==> src/rtl/mem_arb_pkg.sv <==
// Shared types and constants for the RAM port arbiter.
package mem_arb_pkg;
    localparam int NREQ_DEF   = 3;
    localparam int AW_DEF     = 8;
    localparam int DW_DEF     = 16;
    localparam int STARVE_DEF = 4;

    localparam int REQ_CORE   = 0;
    localparam int REQ_PANEL  = 1;
    localparam int REQ_LOADER = 2;

    typedef enum logic {
        IDLE = 1'b0,
        HOLD = 1'b1
    } arb_state_e;
endpackage

==> src/rtl/mem_arb_pick.sv <==
// Combinational winner select: starving requester first, then requester 0,
// then round-robin over 1..NREQ-1 starting after rr_ptr.
module mem_arb_pick #(
    parameter int NREQ = 3,
    parameter int IW   = (NREQ > 1) ? $clog2(NREQ) : 1
) (
    input  logic [NREQ-1:0] val,
    input  logic [NREQ-1:0] starve,
    input  logic [IW-1:0]   rr_ptr,
    output logic            any,
    output logic [IW-1:0]   win
);
    logic found;

    always_comb begin
        win   = '0;
        found = 1'b0;
        any   = |val;
        // starve[0] is never set, so scanning from 0 is harmless
        for (int k = 0; k < NREQ; k++) begin
            if (!found && val[k] && starve[k]) begin
                win   = IW'(k);
                found = 1'b1;
            end
        end
        if (!found && val[0]) begin
            win   = '0;
            found = 1'b1;
        end
        // first pass: indices above rr_ptr; second pass wraps to the bottom
        for (int k = 1; k < NREQ; k++) begin
            if (!found && val[k] && (k > int'(rr_ptr))) begin
                win   = IW'(k);
                found = 1'b1;
            end
        end
        for (int k = 1; k < NREQ; k++) begin
            if (!found && val[k]) begin
                win   = IW'(k);
                found = 1'b1;
            end
        end
    end
endmodule

==> src/rtl/mem_port_arbiter.sv <==
// Shares one RAM rw port among NREQ requesters: zero-cycle grant when the RAM
// is ready, otherwise holds the winner stable; routes 1-cycle read data back.
module mem_port_arbiter
    import mem_arb_pkg::*;
#(
    parameter int NREQ   = NREQ_DEF,
    parameter int AW     = AW_DEF,
    parameter int DW     = DW_DEF,
    parameter int STARVE = STARVE_DEF
) (
    input  logic             clk_i,
    input  logic             rst_i,
    input  logic [NREQ-1:0]  req_val_i,
    input  logic [NREQ-1:0]  req_wen_i,
    input  logic [NREQ*AW-1:0] req_addr_i,
    input  logic [NREQ*DW-1:0] req_wdata_i,
    output logic [NREQ-1:0]  req_rdy_o,
    output logic [NREQ-1:0]  rsp_val_o,
    output logic [DW-1:0]    rsp_data_o,
    output logic             mem_val_o,
    output logic             mem_wen_o,
    output logic [AW-1:0]    mem_addr_o,
    output logic [DW-1:0]    mem_wdata_o,
    input  logic             mem_rdy_i,
    input  logic [DW-1:0]    mem_rdata_i,
    output logic             busy_o
);
    localparam int IW  = (NREQ > 1) ? $clog2(NREQ) : 1;
    localparam int AGW = $clog2(STARVE + 1);

    arb_state_e state_q, state_d;

    logic [IW-1:0]  held_q, win, sel, rr_ptr_q, rsp_id_q;
    logic           held_wen_q;
    logic [AW-1:0]  held_addr_q;
    logic [DW-1:0]  held_wdata_q;

    logic [NREQ-1:0][AGW-1:0] age_q;
    logic [NREQ-1:0] starve;

    logic           any_val, mem_val, accept, rsp_pend_q, rsp_on;
    logic           cur_wen;
    logic [AW-1:0]  cur_addr;
    logic [DW-1:0]  cur_wdata;

    always_comb begin
        for (int k = 0; k < NREQ; k++) starve[k] = (age_q[k] >= AGW'(STARVE));
    end

    mem_arb_pick #(.NREQ(NREQ), .IW(IW)) u_pick (
        .val    (req_val_i),
        .starve (starve),
        .rr_ptr (rr_ptr_q),
        .any    (any_val),
        .win    (win)
    );

    always_comb begin
        state_d = state_q;
        if (state_q == HOLD) begin
            sel       = held_q;
            cur_wen   = held_wen_q;
            cur_addr  = held_addr_q;
            cur_wdata = held_wdata_q;
        end else begin
            sel       = win;
            cur_wen   = req_wen_i[win];
            cur_addr  = req_addr_i[int'(win)*AW +: AW];
            cur_wdata = req_wdata_i[int'(win)*DW +: DW];
        end
        // everything visible is forced quiet while reset is asserted
        mem_val = !rst_i && ((state_q == HOLD) || any_val);
        accept  = mem_val && mem_rdy_i;
        case (state_q)
            IDLE:    if (any_val && !mem_rdy_i) state_d = HOLD;
            HOLD:    if (mem_rdy_i) state_d = IDLE;
            default: state_d = IDLE;
        endcase
    end

    assign rsp_on      = rsp_pend_q && !rst_i;
    assign mem_val_o   = mem_val;
    assign mem_wen_o   = mem_val && cur_wen;
    assign mem_addr_o  = mem_val ? cur_addr  : '0;
    assign mem_wdata_o = mem_val ? cur_wdata : '0;
    assign req_rdy_o   = accept ? (NREQ'(1) << sel) : '0;
    assign rsp_val_o   = rsp_on ? (NREQ'(1) << rsp_id_q) : '0;
    assign rsp_data_o  = rsp_on ? mem_rdata_i : '0;
    assign busy_o      = !rst_i && ((state_q == HOLD) || rsp_pend_q);

    always_ff @(posedge clk_i) begin
        if (rst_i) begin
            state_q      <= IDLE;
            held_q       <= '0;
            held_wen_q   <= 1'b0;
            held_addr_q  <= '0;
            held_wdata_q <= '0;
            rr_ptr_q     <= IW'(NREQ - 1);
            rsp_pend_q   <= 1'b0;
            rsp_id_q     <= '0;
            age_q        <= '0;
        end else begin
            state_q <= state_d;
            if (state_q == IDLE && any_val && !mem_rdy_i) begin
                held_q       <= win;
                held_wen_q   <= cur_wen;
                held_addr_q  <= cur_addr;
                held_wdata_q <= cur_wdata;
            end
            rsp_pend_q <= accept && !cur_wen;
            if (accept && !cur_wen) rsp_id_q <= sel;
            if (accept && sel != '0) rr_ptr_q <= sel;
            // requester 0 never ages; losers saturate at STARVE
            age_q[0] <= '0;
            for (int k = 1; k < NREQ; k++) begin
                if (req_val_i[k] && !(accept && sel == IW'(k))) begin
                    if (age_q[k] < AGW'(STARVE)) age_q[k] <= age_q[k] + 1'b1;
                end else begin
                    age_q[k] <= '0;
                end
            end
        end
    end
endmodule

==> config.mk <==
export PLATFORM = sky130hd
export DESIGN_NAME = mem_port_arbiter
export DESIGN_NICKNAME = d
export VERILOG_FILES = /design/src/rtl/mem_arb_pkg.sv /design/src/rtl/mem_arb_pick.sv /design/src/rtl/mem_port_arbiter.sv
export SDC_FILE = /design/constraint.sdc
export NUM_CORES = 1
export LEC_CHECK = 0
export CAP_MARGIN = 15
export CORE_MARGIN = 2
export CORE_UTILIZATION = 41
export CTS_BUF_LIST = sky130_fd_sc_hd__clkbuf_8
export DETAILED_ROUTE_END_ITERATION = 8
export PLACE_DENSITY = 0.83
export SETUP_SLACK_MARGIN = 0.2
export SKIP_LAST_GASP = 1
export SLEW_MARGIN = 20
export SYNTH_ARGS = -nofsm -noshare
export SYNTH_HDL_FRONTEND = slang
export SYNTH_SLANG_ARGS = --single-unit
==> constraint.sdc <==
create_clock -name clk_i -period 3.2 [get_ports clk_i]
set_input_delay 0.96 -clock clk_i [delete_from_list [all_inputs] [get_ports clk_i]]
set_output_delay 0.96 -clock clk_i [all_outputs]
set_load 0.02 [all_outputs]
[Yosys cells after proc, flatten, opt, wreduce, memory -nomap -nowiden]
Index checks and enable logic that the tools add are counted.
Storage, ports and cells
  register bits after elaboration: 42
  bits in latches: 0
  RAM bits: 0
  ROM bits: 0
  input bits: 97
  output and inout port bits: 49
  memories: 0
Operators by class
  add/subtract/negate cells: 2
  multiply operators: 0
  div/mod/pow operators: 0
  magnitude comparators: 8
  equality and inequality tests: 2
  shift-type cells: 4
  multiplexer cells: 28
  bitwise operators: 3
  reduce and logical (&&, ||, !) cells: 44
Operators with widths (number)
  2-to-1 mux 16 bit: 3
  indexed part select 48 x 7 -> 16 bit: 1
  logical AND 1 bit: 26
  indexed part select 24 x 6 -> 8 bit: 1
  2-to-1 mux 8 bit: 2
  2-to-1 mux 2 bit: 7
  logical NOT 1 bit: 12
  2-to-1 mux 1 bit: 12
  greater-or-equal comparator 3 bit, second input constant: 3
  adder 3 x 1 -> 3 bit, second input constant: 2
  < comparator 3 bit, second input constant: 2
  2-to-1 mux 3 bit: 2
  << shifter 1 x 2 -> 3 bit, first input constant: 2
  OR reduction 2 bit: 2
  < comparator 2 x 3 -> 1 bit, second input constant: 1
  NOT 1 bit: 3
  OR reduction 3 bit: 1
  binary-select mux 1 bit (select 2 bit): 1
  == test 2 x 1 -> 1 bit, second input constant: 1
  == test 2 bit, second input constant: 1
  greater-than comparator 1 x 2 -> 1 bit, first input constant: 1
  greater-than comparator 2 bit, first input constant: 1
  logical OR 1 bit: 2
  case mux 1 bit (2 select lines): 1
  nonzero test 2 bit: 1

[Longest topological paths before layout]
  depth after elaboration: 35
  mapped depth: 8
  mapped depth without buffers: 7

[Hierarchy]
From an unflattened synthesis, not the netlist that was laid out.
Unflattened totals
  cell total of the unflattened synthesis: 322
  area total of the unflattened synthesis: 2707.6 um2
By module, submodules not included
  mem_port_arbiter: times used 1, cells each 310, area an instance 2643.8 um2, seq. area each 780.7 um2
  mem_arb_pick: times used 1, cells each 12, area an instance 63.8 um2, seq. area each 0.0 um2

[Worst setup path before layout]
Ideal clock, no wire load.
  kind: input-to-output
  from: input port req_val_i[0]
  to: output port mem_wdata_o[10]
  data arrival time: 2452 ps
  data required time: 2240 ps
  setup slack: -212 ps
  stages on the path: 7
  buffers on the path: 2
  path through: inv_1 > o211ai_1 > nor2_2 > buf_2 > buf_2 > nor2_1 > o31ai_1
On the way
  word-level cells in the longest chain between the ends: 30
  elaborated cells on any way between the ends: 39
  classes of those cells: 1 x shift; 16 x mux; 22 x reduce/logical
RTL lines
  start: declaration: RTL line mem_port_arbiter.sv:13  | input logic [NREQ-1:0] req_val_i,
  logical AND 1 bit: RTL line mem_arb_pick.sv:21  | if (!found && val[k] && starve[k]) begin
  2-to-1 mux 1 bit: RTL line mem_arb_pick.sv:21
  logical NOT 1 bit: RTL line mem_arb_pick.sv:21
  logical AND 1 bit (2 in a row): RTL line mem_arb_pick.sv:21
  2-to-1 mux 1 bit: RTL line mem_arb_pick.sv:21
  logical NOT 1 bit: RTL line mem_arb_pick.sv:21
  logical AND 1 bit (2 in a row): RTL line mem_arb_pick.sv:21
  2-to-1 mux 1 bit: RTL line mem_arb_pick.sv:21
  [12 not listed]
  logical AND 1 bit: RTL line mem_arb_pick.sv:38  | if (!found && val[k]) begin
  2-to-1 mux 1 bit: RTL line mem_arb_pick.sv:38
  logical NOT 1 bit: RTL line mem_arb_pick.sv:38
  logical AND 1 bit: RTL line mem_arb_pick.sv:38
  2-to-1 mux 2 bit: RTL line mem_arb_pick.sv:38
  indexed part select 48 x 7 -> 16 bit: RTL line mem_port_arbiter.sv:69  | cur_wdata = req_wdata_i[int'(win)*DW +: DW];
  2-to-1 mux 16 bit: RTL line mem_port_arbiter.sv:60  | if (state_q == HOLD) begin
  2-to-1 mux 16 bit (*): RTL line mem_port_arbiter.sv:85  | assign mem_wdata_o = mem_val ? cur_wdata : '0;
  end: declaration: RTL line mem_port_arbiter.sv:23  | output logic [DW-1:0] mem_wdata_o,
Mark *: on every way between the ends. The rest lies on a longest branch, timed or not.

[Worst setup path after layout]
  from: input port req_val_i[1]
  to: register held_wdata_q[13]
On the way
  word-level cells in the longest chain between the ends: 26
  elaborated cells on any way between the ends: 35
  classes of those cells: 1 x shift; 14 x mux; 20 x reduce/logical
RTL lines
  logical AND 1 bit (2 in a row): RTL line mem_arb_pick.sv:21
  2-to-1 mux 1 bit: RTL line mem_arb_pick.sv:21
  logical NOT 1 bit: RTL line mem_arb_pick.sv:21
  logical AND 1 bit (2 in a row): RTL line mem_arb_pick.sv:21
  2-to-1 mux 1 bit: RTL line mem_arb_pick.sv:21
  logical NOT 1 bit: RTL line mem_arb_pick.sv:26  | if (!found && val[0]) begin
  logical AND 1 bit: RTL line mem_arb_pick.sv:26
  2-to-1 mux 1 bit: RTL line mem_arb_pick.sv:26
  [8 not listed]
  logical NOT 1 bit: RTL line mem_arb_pick.sv:38
  logical AND 1 bit: RTL line mem_arb_pick.sv:38
  2-to-1 mux 1 bit: RTL line mem_arb_pick.sv:38
  logical NOT 1 bit: RTL line mem_arb_pick.sv:38
  logical AND 1 bit: RTL line mem_arb_pick.sv:38
  2-to-1 mux 2 bit: RTL line mem_arb_pick.sv:38
  indexed part select 48 x 7 -> 16 bit: RTL line mem_port_arbiter.sv:69
  2-to-1 mux 16 bit: RTL line mem_port_arbiter.sv:60
  end signal: assignment: RTL line mem_port_arbiter.sv:108  | held_wdata_q <= cur_wdata;
  end: declaration: RTL line mem_port_arbiter.sv:36  | logic [DW-1:0] held_wdata_q;
Parallel ways exist; a longest one is shown, timed or not.
A chain may end at the register's enable or synchronous reset.

==> summary.md <==
| Metric | Value |
|---|---|
| Outcome | finished, violations left |
| Failing checks | setup timing |
| Setup violators final | 41 |
| Vias per Instance | 6.955 |
| Synth area leader | dfxtp_1 |
| Number of global-route vias before repair | 4330 |
| Part of the cycle the worst path needs | 107.5% |
| H-tree lvl count | 2 |
| Vias after detailed routing | 4472 |
| Hold Slack | 0.5273 ns |
| Initial antenna violation count | 2 |
| Die width | 86.29 µm |
| Hold Path Class | register to register |
| Max rail drop VDD | 0.2054 mV |
| Aggregate routed wire length | 18.79 mm |
| Pwr Total | 1857 µW |
| Tot GR Track Use | 41.23% |
| Post-Synth XOR/XNOR Area | 0.6309% |
| Min-Delay Path Depth | 2 |
| CP Launch Type | input port |
| LEAKAGE | 0.002550 µW |
| Worst Reg2Reg Path Length in Cells | 12 |
| Final worst setup slack | -0.2411 ns |
| RSZ-0062 raised after global routing | true |
| Largest fanout on the critical path | 12 |
| First-pass iteration count of the detailed router | 6 |
| Clock sinks | 39 |
| Avg Inst Size Synth | 7.734 µm² |
| Final min period | 3.441 ns |
| Synth unique cells | 45 |
| Clock power frac | 23.6% |
| Mux cell area share after synthesis | 10.82% |
| Global-route wire length before repair | 23.55 mm |
| FMAX | 290.6 MHz |
| CTS tree | built |
| Height of the die | 86.29 µm |
| Power density cells | 309.0 mW/mm² |
| Switch Pwr | 667.5 µW |
| Critical path buffers and inverters | 8 |
| Sequential share of power | 29.7% |
| Setup TNS | -5.521 ns |
| Family with the most delay on the worst path | buffers and inverters |
| IO Port Bufs | 145 |
| Area delta synth->final | 116.5% |
| Worst Path Required | 3.42 ns |
| Synth async-reset ratio | 0% |
| Internal cell power | 1190 µW |
| Synth Warn # | 0 |
| Critical path's largest stage delay | 0.65 ns |
| Starting density of the core | 42.99% |
| Mapped Cells | 359 |
| Core ar. | 0.006459 mm² |
| Initial drt markers | 494 |
| Worst Tran Pin Value | 0.8280 ns |
| Max-cap violations | 0 |
| Skew-Pair Late Insertion Delay | 0.31 ns |
| Largest cells by area after synthesis | dfxtp_1, nor2_1, a221oi_1, o31ai_1, nor3_1 |
| Cell Area, Synth | 0.002776 mm² |
| Element type at the critical path end | register |
| Top-count cell post-synth | nor2_1 |
| Die ar. | 0.007446 mm² |
| Synth Flop Type | dfxtp_1 |
| Fin Clk Skew | 0.005564 ns |
| CP max stage cell | nor2_2 |
| Final hold violations | 0 |
| Hold buffers post-CTS | 0 |
| Crit path kind | input port to register |
| Top cell type's share of synthesized area | 28.12% |
| Synth Area in Compound Gates | 21.45% |
| Ports | 146 |
| Routed Antenna Nets | 0 |
| Pin count of the biggest net entering global routing | 28 |
| Nets | 664 |
| Share of cells above drive strength 1 | 39.47% |
| DRC Markers | 0 |
| Register area share after synthesis | 28.12% |
| Routability Congestion | 0.8323 |
| Top cell by count, worst path | buf_4 |
| Simple-Gate Fraction of Synth Area | 31.37% |
| Commonest cells in the netlist | nor2_1, dfxtp_1, nor3_1 |
| Largest family of logic cells by synthesized area | simple AND/OR/NAND/NOR gates |
| Aggregate global routing overflow | 0 |
| Critical path arrival | 3.66 ns |
| Clock root buffer | clkbuf_8 |
| Critical-path cell list | buf_8 -> inv_1 -> a211oi_2 -> buf_4 -> nor2_4 -> buf_4 -> clkbuf_16 -> buf_4 -> bufbuf_16 -> buf_4 -> nor2_2 -> a221oi_1 -> nor3_1 |
| Syn_nets | 458 |
| # rows | 29 |
| EDFF count, synth | 0 |
| Adder-cell share of the synthesized area | 0.9013% |
| Clock slew at reported path FFs | 0.09 ns |
| Seq cells post-synth | 39 |
| Slew Limit Fails | 0 |
| TritonCTS Buffers | 5 |
| Stages on worst setup path | 13 |
| WL per Instance | 29.22 µm |
| Switching Share | 35.94% |
| Slew headroom | 44.74% |
| Clk buf depth | 2 |
| HPWL Detailed | 7.618 mm |
| Logic pwr share | 46.8% |
[cells in the final DEF (no fill, tap or decap), types with 2 or more instances in the layout]
master	synthesis	routed
clkdlybuf4s50_1	0	92
nor2_1	83	59
buf_4	1	56
dfxtp_1	39	39
buf_6	4	35
nor3_1	34	32
nor2_4	1	25
o31ai_4	0	24
a221oi_1	24	24
mux2_4	0	23
nand3_1	24	23
dlygate4sd2_1	0	20
and2_1	17	17
buf_12	0	12
nand2_1	9	9
buf_16	0	6
clkbuf_8	0	5
buf_8	0	4
a211oi_2	3	3
a21oi_1	4	3
bufbuf_16	0	3
nor2b_4	0	2
nand2b_1	2	2
nor3b_1	3	2
or2_4	1	2
inv_1	3	2
a21oi_4	1	2
nor3_2	0	2
nor2_2	1	2
a211o_1	2	2
xor2_1	2	2
a211oi_1	2	2
mux2i_1	3	2
ha_1	2	2
[layer usage]
layer / share of wire [%] / GRT usage [%] / vias to the layer above / routed length [µm]
met2: 46 / 73.29 / 474 / 8720
met5: 0.069 / 0 / - / 13
met3: 10 / 7.048 / 191 / 1916
met1: 33 / 44.18 / 2081 / 6125
li1: - / - / 1724 / -
met4: 11 / 28.84 / 2 / 2012
[worst paths after layout]
check,to,from,slack [ns]
setup / recovery,held_wdata_q[13]$_SDFFE_PP0P_,req_val_i[1],-0.24
hold / removal,rr_ptr_q[1]$_SDFFE_PP1P_,rr_ptr_q[1]$_SDFFE_PP1P_,0.53
setup reg to reg,held_wdata_q[13]$_SDFFE_PP0P_,age_q[5]$_SDFFE_PP0N_,-0.02
hold reg to reg,rr_ptr_q[1]$_SDFFE_PP1P_,rr_ptr_q[1]$_SDFFE_PP1P_,0.53
[cells by family (layout without fill, tap and decap cells)]
| logic type | after synthesis | in the layout |
|---|---|---|
| simple gates | 184 | 186 |
| buf+inv | 37 | 241 |
| xor+xnor | 2 | 2 |
| fa+ha+maj | 2 | 2 |
| mux | 27 | 27 |
| other cells | 0 | 1 |
| flops | 39 | 39 |
| compound gates | 68 | 68 |
[power groups by stage]
stage                     registers (µW)  clock network [µW]  logic, µW
final                                551                 438        868
after global routing                 552                 449        882
after CTS                            541                 409        764
after detailed placement             551                   0        633
after global placement               549                   0        616
after floorplan                      546                   0        348
[cell type report]
type | count | area, µm²
Fill cell | 210 | 447.9
Inverter | 4 | 25.02
Antenna cell | 1 | 2.502
Timing Repair Buffer | 230 | 2504
Clock buffer | 5 | 68.82
Clock inverter | 2 | 37.54
Sequential cell | 39 | 780.7
Tap cell | 77 | 96.34
Multi-Input combinational cell | 285 | 2496
[registers in the layout (all words and copies together) (netlist names)]
name,count
state_q,1
held_wdata_q,16
rsp_pend_q,1
age_q,6
held_wen_q,1
rsp_id_q,2
rr_ptr_q,2
held_addr_q,8
held_q,2
[worst reg2reg max path: cells and delay by family (launching register included)]
family	cells	cell delay, ns
AOI/OAI and AO/OA	2	0.46
buffers and inverters	6	1.04
DFF	1	0.52
and+or+nand+nor	4	1.12
[what timing repair did]
action	CTS	global route
buffers inserted	22	9
cloned	9	2
pin swaps	45	9
endpoints found under the setup margin	49	36
gates resized for setup	301	3
[per-stage QoR]
stage | std cells | cell area, µm² | utilization, % | setup WS, ns
after CTS | 631 | 5886 | 91.13 | -0.1149
after floorplan | 359 | 3276 | - | 0.1104
final | 643 | 6011 | 93.06 | -0.2411
after global routing | 643 | 6011 | 93.06 | -0.2127
after global placement | 593 | 5047 | 78.15 | -0.9843
after detailed placement | 593 | 5047 | 78.15 | -1.036
(Power assumes the default switching activity.)
